--- config.mk ---
export PLATFORM = sky130hd
export DESIGN_NAME = pc_unit_flat
export DESIGN_NICKNAME = d
export VERILOG_FILES = /design/src/rtl/pc_unit_if.sv /design/src/rtl/pc_unit.sv /design/src/flat_wrapper.sv
export SDC_FILE = /design/constraint.sdc
export NUM_CORES = 1
export LEC_CHECK = 0
export ABC_AREA = 1
export CORE_ASPECT_RATIO = 1.5
export CORE_UTILIZATION = 50
export CTS_BUF_LIST = sky130_fd_sc_hd__clkbuf_16
export CTS_CLUSTER_SIZE = 16
export DETAILED_ROUTE_END_ITERATION = 8
export PLACE_DENSITY = 0.88
export SLEW_MARGIN = 25
export SYNTH_ARGS = -nofsm -noshare
export SYNTH_HDL_FRONTEND = slang
export SYNTH_SLANG_ARGS = --single-unit
--- constraint.sdc ---
create_clock -name clk -period 5.5 [get_ports clk]
set_input_delay 1.1 -clock clk [delete_from_list [all_inputs] [get_ports clk]]
set_output_delay 1.1 -clock clk [all_outputs]
set_load 0.01 [all_outputs]
--- src/rtl/pc_unit_if.sv ---
// pc_unit_if: fetch-side bus of the program counter unit.
//   master : redirect/control sources (stall, pc_src, imm, rs1, halt_req, resume),
//            observes pc, pc_plus4, pc_valid, misaligned, bad_addr
//   slave  : the pc_unit itself
interface pc_unit_if #(
   parameter int WIDTH = 32
);
   logic             stall;
   logic [1:0]       pc_src;
   logic [31:0]      imm;
   logic [WIDTH-1:0] rs1;
   logic             halt_req;
   logic             resume;
   logic [WIDTH-1:0] pc;
   logic [WIDTH-1:0] pc_plus4;
   logic             pc_valid;
   logic             misaligned;
   logic [WIDTH-1:0] bad_addr;
   modport master (
      output stall, pc_src, imm, rs1, halt_req, resume,
      input  pc, pc_plus4, pc_valid, misaligned, bad_addr
   );
   modport slave (
      input  stall, pc_src, imm, rs1, halt_req, resume,
      output pc, pc_plus4, pc_valid, misaligned, bad_addr
   );
endinterface

--- src/rtl/pc_unit.sv ---
// pc_unit: program counter with BOOT/RUN/HALT sequencing, branch/JALR/trap redirect.
//   clk, rst : clock and synchronous active-high reset
//   bus      : pc_unit_if.slave (stall, pc_src, imm, rs1, halt_req, resume in;
//              pc, pc_plus4, pc_valid, misaligned, bad_addr out)
//   Optional macro PC_MISALIGN_TRAP_EN: a misaligned 01/10 target traps instead,
//   pulsing misaligned and capturing the target in bad_addr; otherwise both tie to 0.
module pc_unit #(
   parameter int          WIDTH        = 32,
   parameter logic [31:0] RESET_VECTOR = 32'h0000_0000,
   parameter logic [31:0] TRAP_VECTOR  = 32'h0000_0100
) (
   input logic      clk,
   input logic      rst,
   pc_unit_if.slave bus
);
   typedef enum logic [1:0] {BOOT, RUN, HALT} state_t;
   localparam logic [WIDTH-1:0] RST_PC  = RESET_VECTOR[WIDTH-1:0];
   localparam logic [WIDTH-1:0] TRAP_PC = TRAP_VECTOR[WIDTH-1:0];
   state_t           state, state_n;
   logic [WIDTH-1:0] pc_q, pc_n;
   logic [WIDTH-1:0] imm_w, br_tgt, jr_sum, target;
   logic             trap;
   // truncating to WIDTH bits keeps two's-complement wrap for narrow PCs
   assign imm_w  = bus.imm[WIDTH-1:0];
   assign br_tgt = pc_q + imm_w;
   assign jr_sum = bus.rs1 + imm_w;
   assign target = bus.pc_src == 2'b01 ? br_tgt : {jr_sum[WIDTH-1:1], 1'b0};
   assign trap   = bus.pc_src == 2'b11 && state != BOOT;
   assign bus.pc       = pc_q;
   assign bus.pc_plus4 = pc_q + WIDTH'(4);
   assign bus.pc_valid = state == RUN;
`ifdef PC_MISALIGN_TRAP_EN
   logic             mis_q, mis_n;
   logic [WIDTH-1:0] bad_q, bad_n;
   assign bus.misaligned = mis_q;
   assign bus.bad_addr   = bad_q;
`else
   assign bus.misaligned = 1'b0;
   assign bus.bad_addr   = '0;
`endif
   always_ff @(posedge clk) begin
      if (rst) begin
         state <= BOOT;
         pc_q  <= RST_PC;
`ifdef PC_MISALIGN_TRAP_EN
         mis_q <= 1'b0;
         bad_q <= '0;
`endif
      end else begin
         state <= state_n;
         pc_q  <= pc_n;
`ifdef PC_MISALIGN_TRAP_EN
         mis_q <= mis_n;
         bad_q <= bad_n;
`endif
      end
   end
   // priority: trap, halt_req, stall, then the normal next-PC select
   always_comb begin
      state_n = state;
      pc_n    = pc_q;
`ifdef PC_MISALIGN_TRAP_EN
      mis_n   = 1'b0;
      bad_n   = bad_q;
`endif
      if (state == BOOT) begin
         state_n = RUN;
      end else if (trap) begin
         state_n = RUN;
         pc_n    = TRAP_PC;
      end else if (state == HALT) begin
         state_n = bus.halt_req || !bus.resume ? HALT : RUN;
      end else if (bus.halt_req) begin
         state_n = HALT;
      end else if (!bus.stall) begin
         pc_n = bus.pc_src == 2'b00 ? bus.pc_plus4 : target;
`ifdef PC_MISALIGN_TRAP_EN
         if (bus.pc_src != 2'b00 && target[1:0] != 2'b00) begin
            pc_n  = TRAP_PC;
            mis_n = 1'b1;
            bad_n = target;
         end
`endif
      end
   end
endmodule

--- src/flat_wrapper.sv ---
// flat-port wrapper written by rule: the top's interface ports become plain ports
module pc_unit_flat 
#(
   parameter int          WIDTH        = 32,
   parameter logic [31:0] RESET_VECTOR = 32'h0000_0000,
   parameter logic [31:0] TRAP_VECTOR  = 32'h0000_0100
)
  (clk, rst, bus_stall, bus_pc_src, bus_imm, bus_rs1, bus_halt_req, bus_resume, bus_pc, bus_pc_plus4, bus_pc_valid, bus_misaligned, bus_bad_addr);
  pc_unit_if #(.WIDTH(WIDTH)) bus_i ();
  input logic clk;
  input logic rst;
  input wire logic [$bits(bus_i.stall)-1:0] bus_stall;
  input wire logic [$bits(bus_i.pc_src)-1:0] bus_pc_src;
  input wire logic [$bits(bus_i.imm)-1:0] bus_imm;
  input wire logic [$bits(bus_i.rs1)-1:0] bus_rs1;
  input wire logic [$bits(bus_i.halt_req)-1:0] bus_halt_req;
  input wire logic [$bits(bus_i.resume)-1:0] bus_resume;
  output wire logic [$bits(bus_i.pc)-1:0] bus_pc;
  output wire logic [$bits(bus_i.pc_plus4)-1:0] bus_pc_plus4;
  output wire logic [$bits(bus_i.pc_valid)-1:0] bus_pc_valid;
  output wire logic [$bits(bus_i.misaligned)-1:0] bus_misaligned;
  output wire logic [$bits(bus_i.bad_addr)-1:0] bus_bad_addr;
  assign bus_i.stall = bus_stall;
  assign bus_i.pc_src = bus_pc_src;
  assign bus_i.imm = bus_imm;
  assign bus_i.rs1 = bus_rs1;
  assign bus_i.halt_req = bus_halt_req;
  assign bus_i.resume = bus_resume;
  assign bus_pc = bus_i.pc;
  assign bus_pc_plus4 = bus_i.pc_plus4;
  assign bus_pc_valid = bus_i.pc_valid;
  assign bus_misaligned = bus_i.misaligned;
  assign bus_bad_addr = bus_i.bad_addr;
  pc_unit #(.WIDTH(WIDTH), .RESET_VECTOR(RESET_VECTOR), .TRAP_VECTOR(TRAP_VECTOR)) u_core (.clk(clk), .rst(rst), .bus(bus_i));
endmodule
Word-level counts from Yosys, hierarchy flattened
Cells that the tools add are included.
Operators by class
  reduce and logical (&&, ||, !) cells: 10
  add/sub/neg operators: 3
  equality and inequality tests: 7
  muxes and demuxes: 11
  bitwise logic cells: 1
Operators by type and width (number)
  2-to-1 mux 32 bit: 6
  adder 32 bit: 2
  adder 32 x 3 -> 32 bit, second input constant: 1
  2-to-1 mux 2 bit: 3
  != test 2 x 1 -> 1 bit, second input constant: 3
  equality test 2 x 1 -> 1 bit, second input constant: 2
  equality test 2 bit, second input constant: 2
  zero test 2 bit: 2
  AND reduction 4 bit: 1
  nonzero test 2 bit: 2
  nonzero test 4 bit: 1
  OR reduction 3 bit: 1
  2-to-1 mux 1 bit: 2
  logical AND 1 bit: 1
  zero test 1 bit: 1
  logical OR 1 bit: 1
  inverter 1 bit: 1
Storage, ports and cells
  register bits: 34
  bits of input ports: 71
  word-level logic and storage cells: 35

Longest topological paths before layout
Gate-level depths: netlist of the first run.
  word-level depth: 7
  depth in mapped cells: 17

Worst setup path before layout of the first run
Ideal clock, no wire load.
  path kind: register to output
  start: reg u_core.pc_q[2] (netlist: u_core.bus.pc[2])
  end: out bus_pc_plus4[22]
  buffers on the path: 0
  stages on the path, launching flop included: 10
  path slack: 2746 ps
  data arrival time: 1654 ps
  cells stage by stage: dfxtp_1 -> ha_1 -> nand3_2 -> nor2_2 -> nand4_2 -> inv_2 -> nand3_2 -> nand3b_1 -> nand2_1 -> inv_1
Between the ends
  longest elaborated chain between the ends: 1
RTL lines
  from (decl): line pc_unit.sv:20  | logic [WIDTH-1:0] pc_q, pc_n;
  from (signal assigned): line pc_unit.sv:51  | pc_q <= pc_n;
  adder 32 x 3 -> 32 bit: line pc_unit.sv:30  | assign bus.pc_plus4 = pc_q + WIDTH'(4);
  to (decl): line flat_wrapper.sv:19  | output wire logic [$bits(bus_i.pc_plus4)-1:0] bus_pc_plus4;
Every way passes these cells.

Worst setup path in the final report of the first run
  start: reg u_core.pc_q[12] (netlist: u_core.bus.pc[12])
  end: out bus_pc_plus4[30]
The elaborated chain is that of the path after synthesis.

==> results of run 1 <==
==> state kept, by name, summed over array words and instances (netlist names) <==
signal	cells
u_core.bus.pc	32
u_core.state	2
==> stage by stage <==
stage | cell area, sq um | instances
after floorplan | 7540 | 1455
after global placement | 8830 | 1737
after detailed placement | 8830 | 1737
after CTS | 9030 | 1745
after global routing | 9030 | 1745
final | 9030 | 1745
==> area by class of cell <==
type,instances,area (sq um),share of cell area
well taps,196,245,0.0272
multi-input cells,1122,5600,0.620
flip-flops and latches,34,681,0.0754
clock buffers,5,125,0.0139
repair buffers,140,1390,0.154
inverters,245,920,0.102
clock inverters,3,68.8,0.00762
==> routing by layer <==
metal | share of wire | wire [um] | global-route usage | up-vias
met2 | 0.42 | 13400 | 0.642 | 622
met3 | 0.12 | 3930 | 0.156 | 188
met1 | 0.34 | 10700 | 0.448 | 4030
li1 | - | - | - | 4641
met5 | 0.00031 | 10 | 0 | -
met4 | 0.12 | 3800 | 0.412 | 2
==> cell usage in the layout (no fill, tap or decap), drive strengths merged, types with 2 or more instances in the layout <==
cell,n
ha,62
nand3b,4
conb,33
nor3,16
or2,8
and2,4
inv,243
o21bai,17
o21ai,22
fa,2
a21o,5
clkbuf,5
a21oi,98
nand3,123
buf,5
nor2,144
xor2,19
nand4,17
bufinv,2
o211ai,5
dfxtp,34
nand2,525
clkdlybuf4s50,135
xnor2,8
clkinv,3
==> cell families after synthesis <==
group / share of synthesized area
adders and majority gates: 0.110
xor gates and xnor gates: 0.0319
buffers and inverters: 0.170
DFF: 0.0917
other: 0.000505
and+or+nand+nor: 0.477
AOI/OAI and AO/OA: 0.119
==> Yosys cell counts, drive strengths merged (8+ instances only) <==
library cell  number  area (sq um)
buf               40           293
or2                8          50.1
inv              243           912
ha                62           776
clkbuf            14          52.6
a21oi             98           498
dfxtp             34           681
nor3              16           100
o21ai             22           114
xnor2              8          70.1
xor2              19           166
nand3            123           636
nand4             17           113
nand2            525          1990
o21bai            17           131
nor2             144           583
==> final timing paths <==
check | to | start | cells past startpoint
hold reg to reg | u_core.bus.pc[0] | u_core.bus.pc[0] | 2
setup / recovery | bus_pc_plus4[30] | u_core.bus.pc[12] | 6
setup reg to reg | u_core.bus.pc[21] | u_core.bus.pc[20] | 13
hold / removal | u_core.bus.pc[0] | u_core.bus.pc[0] | 2
==> worst max-delay path: cells and delay by family, from the launching register on <==
family	cells	cell delay (ns)
and+or+nand+nor	4	0.84
xor gates and xnor gates	1	0.47
DFF	1	0.70
buffers and inverters	1	0.64
==> where the power goes <==
group | switching (uW) | total [uW] | internal [uW]
sequential | 26.4 | 282 | 256
clock | 129 | 390 | 261
combinational | 414 | 646 | 232
==> flow_metrics.tcl, run 1 <==
set metrics [dict create \
    num_io_pins 169 \
    clock-sinks 34 \
    crit_type "register to primary output" \
    numCtsBuffers 5 \
    die_w_um 101 \
    final.setup.tns_ns 0 \
    overflow 0 \
    gp_congestion 1.03 \
    max_freq_mhz 247 \
    cp.required_ns 4.40 \
    cts_setup_buffers 0 \
    ys_types 46 \
    syn_area_sq_mm 0.00742 \
    power_uw 1320 \
    first_global_vias 8651 \
    wl_per_cell_um 18.2 \
    vias_per_cell 5.43 \
    hold_violations 0 \
    drcViolationCount 0 \
    ys_ff_latch 34 \
    die_y_um 151 \
    drt_iter0_markers 660 \
    peakVddDrop_uv 113 \
    nets 1683 \
    r2r_setup_slack_ns 2.81 \
    crit_chain "nand2_1 > nor2_1 > nand3_1 > nor3_2 > xor2_1 > clkdlybuf4s50_1" \
    period_minus_slack_ns 4.05 \
    dpl.hpwl_um 25200 \
    ys_dominant_reg_cell "dfxtp_1" \
    slew_violations 0 \
    vias 9483 \
    skew_ns 0.00840 \
    grtUsageTotal 0.425 \
    cts_tree "done" \
    final_layout_size_suffix_gt1_frac 0.0355 \
    critPathMaxStageDelay_ns 0.70 \
    antenna_cells 0 \
    cts_max_path_buffers 2 \
    worstSetupStartpointType "register" \
    crit_arrival_ns 2.95 \
    io_buffer_count 135 \
    async_flop_share 0 \
    pre_cts_slack_ns 1.66 \
    syn_inst 1423 \
    hold_buffers 0 \
    worstSetupEndpointType "primary output" \
    finish.utilization 0.621 \
    hp-class "register to register" \
    cts_root_buf "clkbuf_16" \
    leakage_uw 0.00485 \
    cp_max_fo 8 \
    critPathSlowestCell "dfxtp_1" \
    die_area_sq_mm 0.0153 \
    cap_violations 0 \
    slew_headroom 0.303 \
    grt_pass1_wl_um 47600 \
    grt_start_max_net_pins 35 \
    syn_avg_cell_area_sq_um 5.21 \
    synth-edff-count 0 \
    clk_latency_ns 0.29 \
    status "complete, no violations" \
    initial_core_util 0.511 \
    setup_viol 0 \
    routed_wl_um 31800 \
    clk_pin_slew_ns 0.06 \
    ys_warn_count 0 \
    fin_ws_ns 1.45 \
    design.core.area_sq_mm 0.0145 \
    worst_pin_slew_ns 1.03 \
    area_growth_pct 21.6 \
    power_density_mw_per_mm2 146 \
    htreeDepth 2 \
    drtPass1Iterations 5 \
    cts_resized 0 \
    postRouteAntennaNets 0 \
    antenna_found_initial 1 \
    holdWs_ns 0.507 \
    row_count 54 \
    period_share 0.736 \
    nFillCells 1505 \
    rsz0062_at_grt "false" \
    ys_seq_area_frac 0.0917 \
]
Note: power is estimated with default switching activity, not from simulation.
==> run 2: changes to the inputs <==
==> constraint.sdc (replaced) <==
create_clock -name clk -period 4.1 [get_ports clk]
set_input_delay 0.82 -clock clk [delete_from_list [all_inputs] [get_ports clk]]
set_output_delay 0.82 -clock clk [all_outputs]
set_load 0.01 [all_outputs]
==> run 2 against run 1 <==
Net effect:
- highest routed layer is now met4
- sequential cell count is the same
- critical path type unchanged
- clock-buffer cell count is the same
- sequential share of layout area shrank 0.051 points
- sequential power grew 31%
==> flow_metrics.tcl, run 2 (synthesis results as in run 1) <==
set metrics [dict create \
    final_cell_mix "nand2_1 (520), inv_1 (240), clkdlybuf4s50_1 (135), nor2_1 (133), nand3_1 (119)" \
    crit_type "register to primary output" \
    dp_cells 1747 \
    drcViolationCount 0 \
    peakVddDrop_uv 135 \
    design.core.area_sq_mm 0.0145 \
    postRouteAntennaNets 0 \
    routed_wl_um 32600 \
    final_cell_count_no_fill 1756 \
    slew_violations 0 \
    htreeDepth 2 \
    whs_endpoint "u_core.bus.pc[31]" \
    cap_violations 0 \
    drtPass1Iterations 6 \
    io_buffer_count 135 \
    die_area_sq_mm 0.0153 \
    multi_input_area_sq_mm 0.00560 \
    hold_depth 2 \
    regArea_sq_um 681 \
    period_share 0.921 \
    cp.required_ns 3.28 \
    final.setup.tns_ns 0 \
    num_io_pins 169 \
    min_from "u_core.bus.pc[31]" \
    vias_per_cell 5.46 \
    clock-sinks 34 \
    wl_per_cell_um 18.6 \
    period_minus_slack_ns 3.78 \
    cp_max_fo 7 \
    slew_headroom 0.320 \
    cts_resized 0 \
    row_count 54 \
    hold_buffers 0 \
    holdWs_ns 0.537 \
    grtUsageTotal 0.434 \
    status "complete, no violations" \
    skew_ns 0.00684 \
    cts_tree "done" \
    drt_iter0_markers 647 \
    dpl.hpwl_um 26400 \
    numCtsBuffers 5 \
    worstSetupStartpointType "register" \
    max_freq_mhz 265 \
    vias 9588 \
    clk_latency_ns 0.29 \
    cts_root_buf "clkbuf_16" \
    cts_setup_buffers 0 \
    power_density_mw_per_mm2 186 \
    die_y_um 151 \
    fin_ws_ns 0.324 \
    hp-class "register to register" \
    initial_core_util 0.511 \
    layout_commonest_cell "nand2_1" \
    final_layout_size_suffix_gt1_frac 0.0411 \
    reg2reg_depth 10 \
    pre_cts_slack_ns 0.727 \
    clk_pin_slew_ns 0.06 \
    overflow 0 \
    antenna_found_initial 1 \
    die_w_um 101 \
    setup_viol 0 \
    nets 1693 \
    nFillCells 1483 \
    gp_congestion 1.07 \
    crit_arrival_ns 2.96 \
    power_uw 1690 \
    cts_max_path_buffers 2 \
    grt_start_max_net_pins 35 \
    hold_violations 0 \
    rsz0062_at_grt "false" \
    area_growth_pct 22.5 \
    worst_pin_slew_ns 1.01 \
    leakage_uw 0.00490 \
    r2r_start "u_core.bus.pc[2]" \
    grt_pass1_wl_um 48300 \
    r2r_setup_slack_ns 1.64 \
    timing.rr.end "u_core.bus.pc[30]" \
    largest_reg_flops 32 \
    first_global_vias 8722 \
    critPathLaunch "u_core.bus.pc[2]" \
    worstSetupEndpointType "primary output" \
]
[run 2: changes by cell type in the layout (fill, tap and decap cells not counted), sizes merged]
cell	change
buf	+10
bufinv	-1
clkinv	-1
diode	+1
inv	+2
[run 2: how the worst max path moves through the flow]
| stage | endpoint | slack (ns) | cells past startpoint |
|---|---|---|---|
| CTS | bus_pc_plus4[30] | 0.40 | 7 |
| finish | bus_pc_plus4[30] | 0.32 | 7 |
| detailed placement | bus_pc_plus4[30] | 0.73 | 7 |
| global placement | u_core.bus.pc[23] | 0.67 | 9 |
| global route | bus_pc_plus4[28] | 0.25 | 8 |
| floorplan | bus_pc_plus4[22] | 1.63 | 9 |
[run 2: cell type report]
type | instances | share of cell area
multi-input combinational | 1122 | 0.616
timing repair buffer | 150 | 0.162
inverter | 245 | 0.101
sequential | 34 | 0.0749
tap | 196 | 0.0270
clock buffer | 5 | 0.0138
clock inverter | 3 | 0.00413
antenna | 1 | 0.000275
[run 2: power by group]
group | internal, uW | switching (uW)
logic | 320 | 556
registers | 344 | 26.9
clock network | 283 | 164
[run 2: through the flow]
stage,util,area [sq um]
final,0.626,9090
after global routing,0.625,9080
after CTS,0.625,9080
after detailed placement,0.614,8920
after global placement,0.614,8920
after floorplan,-,7540
[run 2: worst max-delay path, stage by stage, from the launching register on]
cell and delay [ns]:
dfxtp_1 0.50, ha_1 0.40, nand3_2 0.16, inv_1 0.11, nand3_1 0.14, nor3_2 0.20
xor2_1 0.50, clkdlybuf4s50_1 0.65
[run 2: per-layer routing]
metal / vias up / routed length (um) / GRT usage
met3: 186 / 3350 / 0.130
met1: 4138 / 11100 / 0.442
li1: 4672 / - / -
met5: - / 0 / 0
met2: 592 / 14200 / 0.682
met4: 0 / 3970 / 0.452
